File: config.mk
export PLATFORM = sky130hd
export DESIGN_NAME = sprite_index_fetch
export DESIGN_NICKNAME = d
export VERILOG_FILES = /design/src/rtl/sprite_pkg.sv /design/src/rtl/anim_frame_seq.sv /design/src/rtl/sprite_index_fetch.sv
export SDC_FILE = /design/constraint.sdc
export NUM_CORES = 1
export LEC_CHECK = 0
export ABC_AREA = 1
export CORE_ASPECT_RATIO = 0.75
export CORE_MARGIN = 2
export CORE_UTILIZATION = 45
export CTS_CLUSTER_DIAMETER = 60
export DETAILED_ROUTE_END_ITERATION = 16
export DONT_BUFFER_PORTS = 1
export PLACE_DENSITY = 0.64
export SLEW_MARGIN = 20
export SYNTH_ARGS = -nofsm -noshare
export SYNTH_HDL_FRONTEND = slang
export SYNTH_SLANG_ARGS = --single-unit
File: constraint.sdc
create_clock -name Clk -period 2.3 [get_ports Clk]
set_input_delay 0.46 -clock Clk [delete_from_list [all_inputs] [get_ports Clk]]
set_output_delay 0.46 -clock Clk [all_outputs]
set_load 0.02 [all_outputs]
File: src/rtl/sprite_pkg.sv
// sprite_pkg: shared screen geometry, the transparent palette index and the
// pixel-coordinate / palette-index types used by the sprite fetch slice.
package sprite_pkg;

   localparam int SCREEN_W = 640;
   localparam int SCREEN_H = 480;

   typedef logic [9:0] coord_t;
   typedef logic [3:0] pal_idx_t;

   localparam pal_idx_t TRANSPARENT_IDX = 4'h0;

endpackage

File: src/rtl/anim_frame_seq.sv
// anim_frame_seq: vsync-driven animation frame sequencer.
// Every vsync falling edge is one tick. While anim_en is high each tick bumps
// a hold counter; after HOLD_FRAMES ticks the frame select advances, wrapping
// from NUM_FRAMES-1 back to 0. frame_sel only moves on a tick, i.e. during
// vertical blanking, so a visible frame never mixes two sprite frames.
//
// Ports:
//   Clk       pixel clock
//   Reset     synchronous active-high reset
//   vsync     VGA vsync (active low)
//   anim_en   1 = animation advances on ticks
//   frame_sel current animation frame
module anim_frame_seq #(
   parameter  int NUM_FRAMES  = 3,
   parameter  int HOLD_FRAMES = 8,
   localparam int FS_W        = (NUM_FRAMES  > 1) ? $clog2(NUM_FRAMES)  : 1,
   localparam int HC_W        = (HOLD_FRAMES > 1) ? $clog2(HOLD_FRAMES) : 1
) (
   input  logic            Clk,
   input  logic            Reset,
   input  logic            vsync,
   input  logic            anim_en,
   output logic [FS_W-1:0] frame_sel
);

   logic            vsync_prev;
   logic [HC_W-1:0] hold_cnt;
   logic            tick;

   // Falling edge only: a long low vsync pulse counts once.
   assign tick = vsync_prev && !vsync;

   always_ff @(posedge Clk) begin
      if (Reset) begin
         vsync_prev <= 1'b1;
         hold_cnt   <= '0;
         frame_sel  <= '0;
      end else begin
         vsync_prev <= vsync;
         if (tick && anim_en) begin
            if (hold_cnt == HC_W'(HOLD_FRAMES - 1)) begin
               hold_cnt <= '0;
               if (frame_sel == FS_W'(NUM_FRAMES - 1))
                  frame_sel <= '0;
               else
                  frame_sel <= frame_sel + 1'b1;
            end else begin
               hold_cnt <= hold_cnt + 1'b1;
            end
         end
      end
   end

endmodule

File: src/rtl/sprite_index_fetch.sv
// sprite_index_fetch: addresses the sprite index ROM from the scan position
// and emits a 4-bit palette index per pixel with a fixed 3-cycle latency.
//
// Ports:
//   Clk, Reset          pixel clock, synchronous active-high reset
//   DrawX, DrawY        current scan column / row
//   active_in           1 = visible video region
//   vsync               VGA vsync (active low), drives the animation sequencer
//   sprite_x, sprite_y  sprite top-left corner
//   anim_en             1 = animation advances
//   rom_addr            registered ROM address (frame base + {oy, ox})
//   rom_q               ROM data, valid one cycle after rom_addr
//   pix_index           palette index (0 unless an opaque sprite pixel)
//   pix_hit             opaque sprite pixel
//   pix_active          active_in aligned with pix_index
//   frame_sel           current animation frame
module sprite_index_fetch
   import sprite_pkg::*;
#(
   parameter  int SPRITE_W    = 32,
   parameter  int SPRITE_H    = 32,
   parameter  int NUM_FRAMES  = 3,
   parameter  int HOLD_FRAMES = 8,
   parameter  int ADDR_W      = 12,
   localparam int FS_W        = (NUM_FRAMES > 1) ? $clog2(NUM_FRAMES) : 1
) (
   input  logic              Clk,
   input  logic              Reset,
   input  logic [9:0]        DrawX,
   input  logic [9:0]        DrawY,
   input  logic              active_in,
   input  logic              vsync,
   input  logic [9:0]        sprite_x,
   input  logic [9:0]        sprite_y,
   input  logic              anim_en,
   output logic [ADDR_W-1:0] rom_addr,
   input  logic [3:0]        rom_q,
   output logic [3:0]        pix_index,
   output logic              pix_hit,
   output logic              pix_active,
   output logic [FS_W-1:0]   frame_sel
);

   localparam int OX_W = $clog2(SPRITE_W);
   localparam int OY_W = $clog2(SPRITE_H);
   localparam logic [ADDR_W-1:0] FRAME_SZ = ADDR_W'(SPRITE_W * SPRITE_H);

   function automatic pal_idx_t opaque_idx(input logic hit, input pal_idx_t q);
      return (hit && (q != TRANSPARENT_IDX)) ? q : TRANSPARENT_IDX;
   endfunction

   anim_frame_seq #(
      .NUM_FRAMES  (NUM_FRAMES),
      .HOLD_FRAMES (HOLD_FRAMES)
   ) u_seq (
      .Clk       (Clk),
      .Reset     (Reset),
      .vsync     (vsync),
      .anim_en   (anim_en),
      .frame_sel (frame_sel)
   );

   // Stage p0: hit test and address, combinational from the scan position
   coord_t            drawx_c, drawy_c, spx_c, spy_c;
   logic [10:0]       x_end_p0, y_end_p0;
   logic              in_screen_p0, in_x_p0, in_y_p0, hit_p0;
   logic [OX_W-1:0]   ox_p0;
   logic [OY_W-1:0]   oy_p0;
   logic [ADDR_W-1:0] addr_p0;

   assign drawx_c = DrawX;
   assign drawy_c = DrawY;
   assign spx_c   = sprite_x;
   assign spy_c   = sprite_y;

   // 11-bit ends: a sprite near the right/bottom edge clips instead of wrapping.
   assign x_end_p0 = {1'b0, spx_c} + 11'(SPRITE_W);
   assign y_end_p0 = {1'b0, spy_c} + 11'(SPRITE_H);

   assign in_screen_p0 = (drawx_c < 10'(SCREEN_W)) && (drawy_c < 10'(SCREEN_H)) &&
                         (spx_c   < 10'(SCREEN_W)) && (spy_c   < 10'(SCREEN_H));
   assign in_x_p0 = (drawx_c >= spx_c) && ({1'b0, drawx_c} < x_end_p0);
   assign in_y_p0 = (drawy_c >= spy_c) && ({1'b0, drawy_c} < y_end_p0);
   assign hit_p0  = active_in && in_screen_p0 && in_x_p0 && in_y_p0;

   // Only the low bits of the offsets matter inside a hit, and the low bits of
   // a difference equal the difference of the low bits.
   assign ox_p0 = drawx_c[OX_W-1:0] - spx_c[OX_W-1:0];
   assign oy_p0 = drawy_c[OY_W-1:0] - spy_c[OY_W-1:0];

   assign addr_p0 = hit_p0 ? (ADDR_W'(frame_sel) * FRAME_SZ + ADDR_W'({oy_p0, ox_p0}))
                           : '0;

   // Stage p1: address presented to the ROM, flags delayed alongside
   logic hit_p1, vld_p1;
   // Stage p2: ROM data valid, flags aligned with it
   logic hit_p2, vld_p2;

   always_ff @(posedge Clk) begin
      if (Reset) begin
         rom_addr   <= '0;
         hit_p1     <= 1'b0;
         vld_p1     <= 1'b0;
         hit_p2     <= 1'b0;
         vld_p2     <= 1'b0;
         pix_index  <= '0;
         pix_hit    <= 1'b0;
         pix_active <= 1'b0;
      end else begin
         rom_addr   <= addr_p0;
         hit_p1     <= hit_p0;
         vld_p1     <= active_in;
         hit_p2     <= hit_p1;
         vld_p2     <= vld_p1;
         // Stage p3: registered outputs
         pix_index  <= opaque_idx(hit_p2, rom_q);
         pix_hit    <= hit_p2 && (rom_q != TRANSPARENT_IDX);
         pix_active <= vld_p2;
      end
   end

endmodule

## Yosys cells after proc, flatten, opt, wreduce, memory -nomap -nowiden

Index checks and enable logic that the tools add are counted.
W data, S select, Z words.

| word-level totals | value |
|---|---|
| bits in registers | 28 |
| input bits | 49 |
| output and inout port bits | 20 |
| logic and storage cells | 48 |

| cells by class | value |
|---|---|
| add/subtract/negate cells | 7 |
| order comparisons | 8 |
| equal/unequal tests | 2 |
| mux-type cells | 2 |
| bitwise gates (word level) | 2 |
| reduce and logical (&&, ||, !) cells | 16 |

Operator list:

| cell | number |
|---|---|
| $add A10 B6 Y11 const B | 2 |
| $lt A10 B11 Y1 | 2 |
| $ge A10 B10 Y1 | 2 |
| $lt A10 B10 Y1 const B | 2 |
| $lt A10 B9 Y1 const B | 2 |
| $add A12 B10 Y12 | 1 |
| $logic_and A1 B1 Y1 | 11 |
| $sub A5 B5 Y5 | 2 |
| $reduce_bool A4 Y1 | 1 |
| $reduce_or A2 Y1 | 2 |
| $add A3 B1 Y3 const B | 1 |
| $eq A3 B3 Y1 const B | 1 |
| $mux W3 | 1 |
| $add A2 B1 Y2 const B | 1 |
| $eq A2 B2 Y1 const B | 1 |
| $mux W2 | 1 |
| $not A1 Y1 | 2 |
| $reduce_and A2 Y1 | 1 |
| $logic_not A1 Y1 | 1 |

## Longest topological paths before layout

Gate-level depths: netlist of run 1.

| depth | value |
|---|---|
| depth in word-level cells | 9 |
| gate-level depth with buffers | 13 |
| mapped depth without buffers | 12 |

## By module

A second synthesis of run 1 with hierarchy kept.

| second synthesis, totals | value |
|---|---|
| cell total of the unflattened synthesis | 287 |
| area, all modules | 2063.2 µm² |

Modules (own cells, without submodules):

| module | times used | cells an instance | area each (µm²) |
|---|---|---|---|
| sprite_index_fetch | 1 | 249 | 1780.5 |
| anim_frame_seq | 1 | 38 | 282.8 |

## Least setup slack after synthesis of run 1

No wires, ideal clock.

| timing | value |
|---|---|
| path type | input port to flip-flop |
| start | in sprite_y[5] |
| end | reg rom_addr[11] |
| library setup time | 73 ps |
| arrival | 1819 ps |
| data required time | 2227 ps |
| setup slack | 408 ps |
| stages on the path | 11 |
| path buffers | 1 |
| cells stage by stage | ha_1 -> nand3_1 -> xor2_1 -> ha_1 -> and3_1 -> nand2_1 -> nor2_1 -> nand2_1 -> nand3_2 -> buf_6 -> nor3_2 |

| between the ends | value |
|---|---|
| word-level cells in the longest chain between the ends | 7 |

RTL lines:

| what | line | text |
|---|---|---|
| from (decl) | sprite_index_fetch.sv:34 | `input logic [9:0] sprite_y,` |
| parallel branches: the longest is 4 deep, another holds $add A10 B6 Y11 | - |  |
| $logic_and A1 B1 Y1 (*) | sprite_index_fetch.sv:84 | `assign hit_p0 = active_in && in_screen_p0 && in_x_p0 && in_y_p0;` |
| $not A1 Y1 (no source line) (*) | - |  |
| $reduce_or A2 Y1 (no source line) (*) | - |  |
| to (signal assigned) | sprite_index_fetch.sv:110 | `rom_addr <= addr_p0;` |
| to (decl) | sprite_index_fetch.sv:36 | `output logic [ADDR_W-1:0] rom_addr,` |

Mark *: on every way between the ends.
A chain may end at the register's enable or synchronous reset.

## Worst setup path in the final report of run 1

| timing | value |
|---|---|
| start | in sprite_y[5] |
| end | reg rom_addr[2] |

The elaborated chain is that of the path after synthesis.

==> results.sh, run 1 <==
export IMPL_outcome="complete, no violations"
export IMPL_diodes=0
export IMPL_grt_pass1_wl_um=6400
export IMPL_fin_tns_setup_ns=0
export IMPL_grtUsageTotal=0.145
export IMPL_placed_cell_area_sq_um=2150
export IMPL_final_layout_size_suffix_gt1_frac=0.0767
export IMPL_cts_tree="done"
export IMPL_clock_fmax_mhz=515
export IMPL_min_path_type="input port to flop"
export IMPL_dr_pass1_iters=4
export IMPL_synth_area_per_cell_sq_um=7.36
export IMPL_die_width_um=82.9
export IMPL_finalClockSkew_ns=0.000410
export IMPL_initialDrtViolationCount=51
export IMPL_rr_startpoint="u_seq.hold_cnt[0]$_SDFFE_PP0P_"
export IMPL_cts_max_level=1
export IMPL_core_sq_um=4470
export IMPL_die_area_sq_um=5230
export IMPL_crit_path_cell_trace="ha_1 > nand3_1 > xor2_1 > ha_1 > and3_1 > nand2_1 > nor2_1 > nand2_1 > nand3_2 > nor3_1"
export IMPL_power_density_nw_per_um2=478
export IMPL_root_buffer="clkbuf_8"
export IMPL_cp_data_required_time_ns=2.48
export IMPL_place_hpwl_um=3210
export IMPL_gp_congestion=0.793
export IMPL_cp_slowest_cell="nand3_2"
export IMPL_worst_pin_slew_ns=0.394
export IMPL_period_share=0.844
export IMPL_slew_viol_final=0
export IMPL_holdWs_ns=0.255
export IMPL_ys_warn_count=0
export IMPL_drc=0
export IMPL_rsz0062_at_grt="no"
export IMPL_fin_area_sq_um=2200
export IMPL_synthCells=285
export IMPL_nets=373
export IMPL_critPathBufInv=0
export IMPL_io_pins=69
export IMPL_grt_start_max_net_pins=16
export IMPL_ant_nets=0
export IMPL_seq_area_frac_synth=0.267
export IMPL_grt_overflow_total=0
export IMPL_layout_common_cells="inv_1 (60), nand2_1 (60), ha_1 (34)"
export IMPL_cp_top_family="simple AND/OR/NAND/NOR gates"
export IMPL_holdCritStartpoint="Reset"
export IMPL_postCtsSetupRepairBufs=0
export IMPL_routed_wl_um=3720
export IMPL_p_leak_nw=1.16
export IMPL_worstSetupStartpointType="input port"
export IMPL_syn_nets=370
export IMPL_peakVddDrop_mv=0.365
export IMPL_post_cts_resized=0
export IMPL_dp_cells=340
export IMPL_final_min_clock_period_ns=1.94
export IMPL_clock_path_buffers=2
export IMPL_critPathKind="input port to flop"
export IMPL_hold_buffers=0
export IMPL_wl_per_cell_um=10.8
export IMPL_ys_seq_elements=28
export IMPL_fill_cells=482
export IMPL_crit_arrival_ns=2.12
export IMPL_syn_cell_area_sq_um=2100
export IMPL_area_growth_pct=4.95
export IMPL_grt_pass1_vias=1522
export IMPL_slew_headroom=0.737
export IMPL_start_util=0.470
export IMPL_port_buffers=0
export IMPL_rows=21
export IMPL_critical_path_max_stage_delay_ns=0.32
export IMPL_via_per_inst=4.73
export IMPL_setup_viol=0
export IMPL_antenna_found_initial=0
export IMPL_cts_num_sinks=28
export IMPL_post_route_util=0.493
export IMPL_cp_startpoint="sprite_y[5]"
export IMPL_path_clk_slew_ns=0.08
export IMPL_synth_distinct_cells=26
export IMPL_fin_cells=344
export IMPL_clkLatencyLatePin_ns=0.26
export IMPL_vias=1628
export IMPL_numCtsBuffers=3
export IMPL_end_kind="flop"
export IMPL_maxCapViolations=0
export IMPL_die_y_um=63.1
export IMPL_cp_max_fo=13
export IMPL_finalHoldViolations=0
==> cell families (layout without fill, tap and decap cells) <==
family / count (synthesis) / count (layout) / share of synthesized area
simple gates: 127 / 127 / 0.289
buf+inv: 62 / 64 / 0.118
fa+ha+maj: 36 / 36 / 0.222
flops: 28 / 28 / 0.267
compound gates: 20 / 20 / 0.0543
xor+xnor: 12 / 12 / 0.0501
==> stage by stage <==
step | worst slack (ns) | total power [mW]
2_1_floorplan | 0.408 | 0.739
3_3_place_gp | 0.158 | 0.777
3_5_place_dp | 0.0848 | 0.780
4_1_cts | 0.355 | 1.07
5_1_grt | 0.153 | 1.14
6_report | 0.359 | 1.05
==> power breakdown <==
part | switching [mW] | internal [mW] | leakage [nW]
registers | 0.00385 | 0.491 | 0.227
logic | 0.161 | 0.111 | 0.905
clock network | 0.133 | 0.153 | 0.0288
==> worst paths after layout <==
kind                                                         to  cells past startpoint  slack (ns)
worst min-delay path                      pix_active$_SDFF_PP0_                      1        0.26
worst max-delay path                     rom_addr[2]$_SDFF_PP0_                     10        0.36
worst min register to register                vld_p2$_SDFF_PP0_                      2        0.41
worst max register to register  u_seq.frame_sel[0]$_SDFFE_PP0P_                      5        1.12
==> layout make-up <==
cell class | count | area [sq um] | area share
tap | 57 | 71.3 | 0.0324
clock buffer | 4 | 55.1 | 0.0250
multi-input combinational | 195 | 1290 | 0.586
inverter | 60 | 225 | 0.102
sequential | 28 | 561 | 0.255
==> cells in the mapped netlist, drive strengths merged <==
cell | n | area, sq um
inv | 60 | 225
ha | 34 | 425
o211a | 1 | 10.0
o21ai | 5 | 25.0
nand2 | 61 | 231
buf | 2 | 22.5
nand4 | 1 | 6.26
nand3b | 1 | 7.51
nand3 | 16 | 90.1
a211oi | 2 | 15.0
nor3 | 12 | 115
a41oi | 1 | 8.76
fa | 2 | 40.0
nor2 | 32 | 130
dfxtp | 28 | 561
and3 | 1 | 6.26
xnor2 | 5 | 43.8
a21oi | 11 | 55.1
or2 | 2 | 12.5
nor2b | 1 | 6.26
xor2 | 7 | 61.3
==> sequential cells by signal, indices dropped and copies added, names as in the netlist, 2 cells and up <==
signal,count
rom_addr,12
pix_index,4
u_seq.hold_cnt,3
u_seq.frame_sel,2
==> routing by layer <==
metal  global-route usage  vias to the layer above  part of all wire  wire (um)
li1                     -                      887                 -          -
met1                0.197                      702              0.52       1950
met2                0.241                       37              0.43       1590
met3               0.0341                        2             0.043        161
met4               0.0184                        0            0.0046         17
met5                    0                        -                 0          0
No activity file was read; power rests on OpenSTA's default activity.
==> run 2: changes to the inputs <==
PLACE_DENSITY = 0.66   (was 0.64)
clock period = 1.7 ns   (was 2.3 ns; I/O delays follow)
==> results.sh, run 2 (synthesis results as in run 1) <==
export IMPL_outcome="complete, no violations"
export IMPL_cts_num_sinks=28
export IMPL_power_density_nw_per_um2=673
export IMPL_fin_ws_ns=0.175
export IMPL_grt_pass1_vias=1554
export IMPL_clock_path_buffers=2
export IMPL_routed_wl_um=3780
export IMPL_critPathKind="input port to flop"
export IMPL_crit_arrival_ns=1.73
export IMPL_layout_common_cells="nand2_1 (60), inv_1 (57), nor2_1 (28), dfxtp_1 (28), ha_1 (27)"
export IMPL_antenna_found_initial=0
export IMPL_reg_top3="rom_addr: 12 flops, pix_index: 4 flops, u_seq.hold_cnt: 3 flops"
export IMPL_min_path_type="input port to flop"
export IMPL_finalHoldViolations=0
export IMPL_start_util=0.470
export IMPL_numCtsBuffers=3
export IMPL_path_clk_slew_ns=0.09
export IMPL_post_cts_resized=0
export IMPL_place_hpwl_um=3310
export IMPL_regMostFlops="rom_addr"
export IMPL_ant_nets=0
export IMPL_rrSetupSlack_ns=0.57
export IMPL_cp_data_required_time_ns=1.90
export IMPL_initialDrtViolationCount=55
export IMPL_slew_headroom=0.807
export IMPL_die_y_um=63.1
export IMPL_placed_cell_area_sq_um=2320
export IMPL_final_common_cell="nand2_1"
export IMPL_maxCapViolations=0
export IMPL_end_kind="flop"
export IMPL_clock_fmax_mhz=656
export IMPL_dr_pass1_iters=4
export IMPL_die_area_sq_um=5230
export IMPL_postCtsSetupRepairBufs=0
export IMPL_via_per_inst=4.67
export IMPL_clkLatencyLatePin_ns=0.27
export IMPL_finalClockSkew_ns=0.00735
export IMPL_fin_cells=354
export IMPL_setup_viol=0
export IMPL_nets=383
export IMPL_rsz0062_at_grt="no"
export IMPL_cp_max_fo=13
export IMPL_cts_tree="done"
export IMPL_grt_pass1_wl_um=6620
export IMPL_peakVddDrop_mv=0.686
export IMPL_post_place_ws_ns=-0.197
export IMPL_final_min_clock_period_ns=1.53
export IMPL_wl_per_cell_um=10.7
export IMPL_grtUsageTotal=0.152
export IMPL_largest_register_ffs=12
export IMPL_p_leak_nw=1.22
export IMPL_dp_cells=350
export IMPL_worst_pin_slew_ns=0.289
export IMPL_worstSetupStartpointType="input port"
export IMPL_cts_max_level=1
export IMPL_port_buffers=0
export IMPL_root_buffer="clkbuf_8"
export IMPL_slew_viol_final=0
export IMPL_hold_buffers=0
export IMPL_vias=1654
export IMPL_final_layout_size_suffix_gt1_frac=0.162
export IMPL_core_sq_um=4470
export IMPL_rows=21
export IMPL_fin_area_sq_um=2400
export IMPL_grt_overflow_total=0
export IMPL_area_growth_pct=14.4
export IMPL_gp_congestion=0.837
export IMPL_period_share=0.897
export IMPL_io_pins=69
export IMPL_drc=0
export IMPL_power_mw=1.62
export IMPL_grt_start_max_net_pins=17
export IMPL_die_width_um=82.9
export IMPL_diodes=0
run 2: cell count changes in the layout (fill, tap and decap cells not counted), sizes merged:
cell    change
clkbuf      -1
bufinv      +1
buf        +10
run 2: cell type report:
cell class,count,area [sq um]
fillers,440,2070
multi-input cells,195,1380
flip-flops and latches,28,561
inverters,60,228
repair buffers,10,87.6
well taps,57,71.3
clock buffers,3,41.3
clock inverters,1,30.0
run 2: where the power goes:
part	total, mW	switching [mW]	internal, mW
combinational	0.436	0.232	0.203
clock	0.511	0.195	0.315
sequential	0.670	0.00523	0.665
run 2: critical path, cell delays in order:
cell     delay, ns
ha_4          0.14
nand3_2       0.07
xor2_1        0.17
ha_2          0.30
nand2_1       0.06
nand2_1       0.04
inv_1         0.04
nand2_1       0.05
nor2_2        0.14
nand2_4       0.15
nor3_2        0.21
run 2: path summary, 6_finish.rpt:
| kind | start | end | cells past startpoint |
|---|---|---|---|
| setup / recovery | sprite_x[5] | rom_addr[7]$_SDFF_PP0_ | 11 |
| hold / removal | Reset | hit_p2$_SDFF_PP0_ | 1 |
| setup reg to reg | u_seq.hold_cnt[0]$_SDFFE_PP0P_ | u_seq.frame_sel[0]$_SDFFE_PP0P_ | 5 |
| hold reg to reg | vld_p1$_SDFF_PP0_ | vld_p2$_SDFF_PP0_ | 2 |
run 2: stage by stage:
step	hold slack (ns)	utilization	TNS (ns)
finish	0.127	0.538	0
global placement	0.391	0.520	-1.93
CTS	0.119	0.536	0
floorplan	0.388	-	-0.0404
global route	0.109	0.538	0
detailed placement	0.400	0.520	-2.04
run 2: metal layers:
layer,routed length (um),track usage,share of wire,vias up
met5,0,0,0,-
met1,1970,0.212,0.52,698
met3,237,0.0433,0.063,2
li1,-,-,-,909
met4,14,0.0184,0.0037,0
met2,1560,0.240,0.41,45
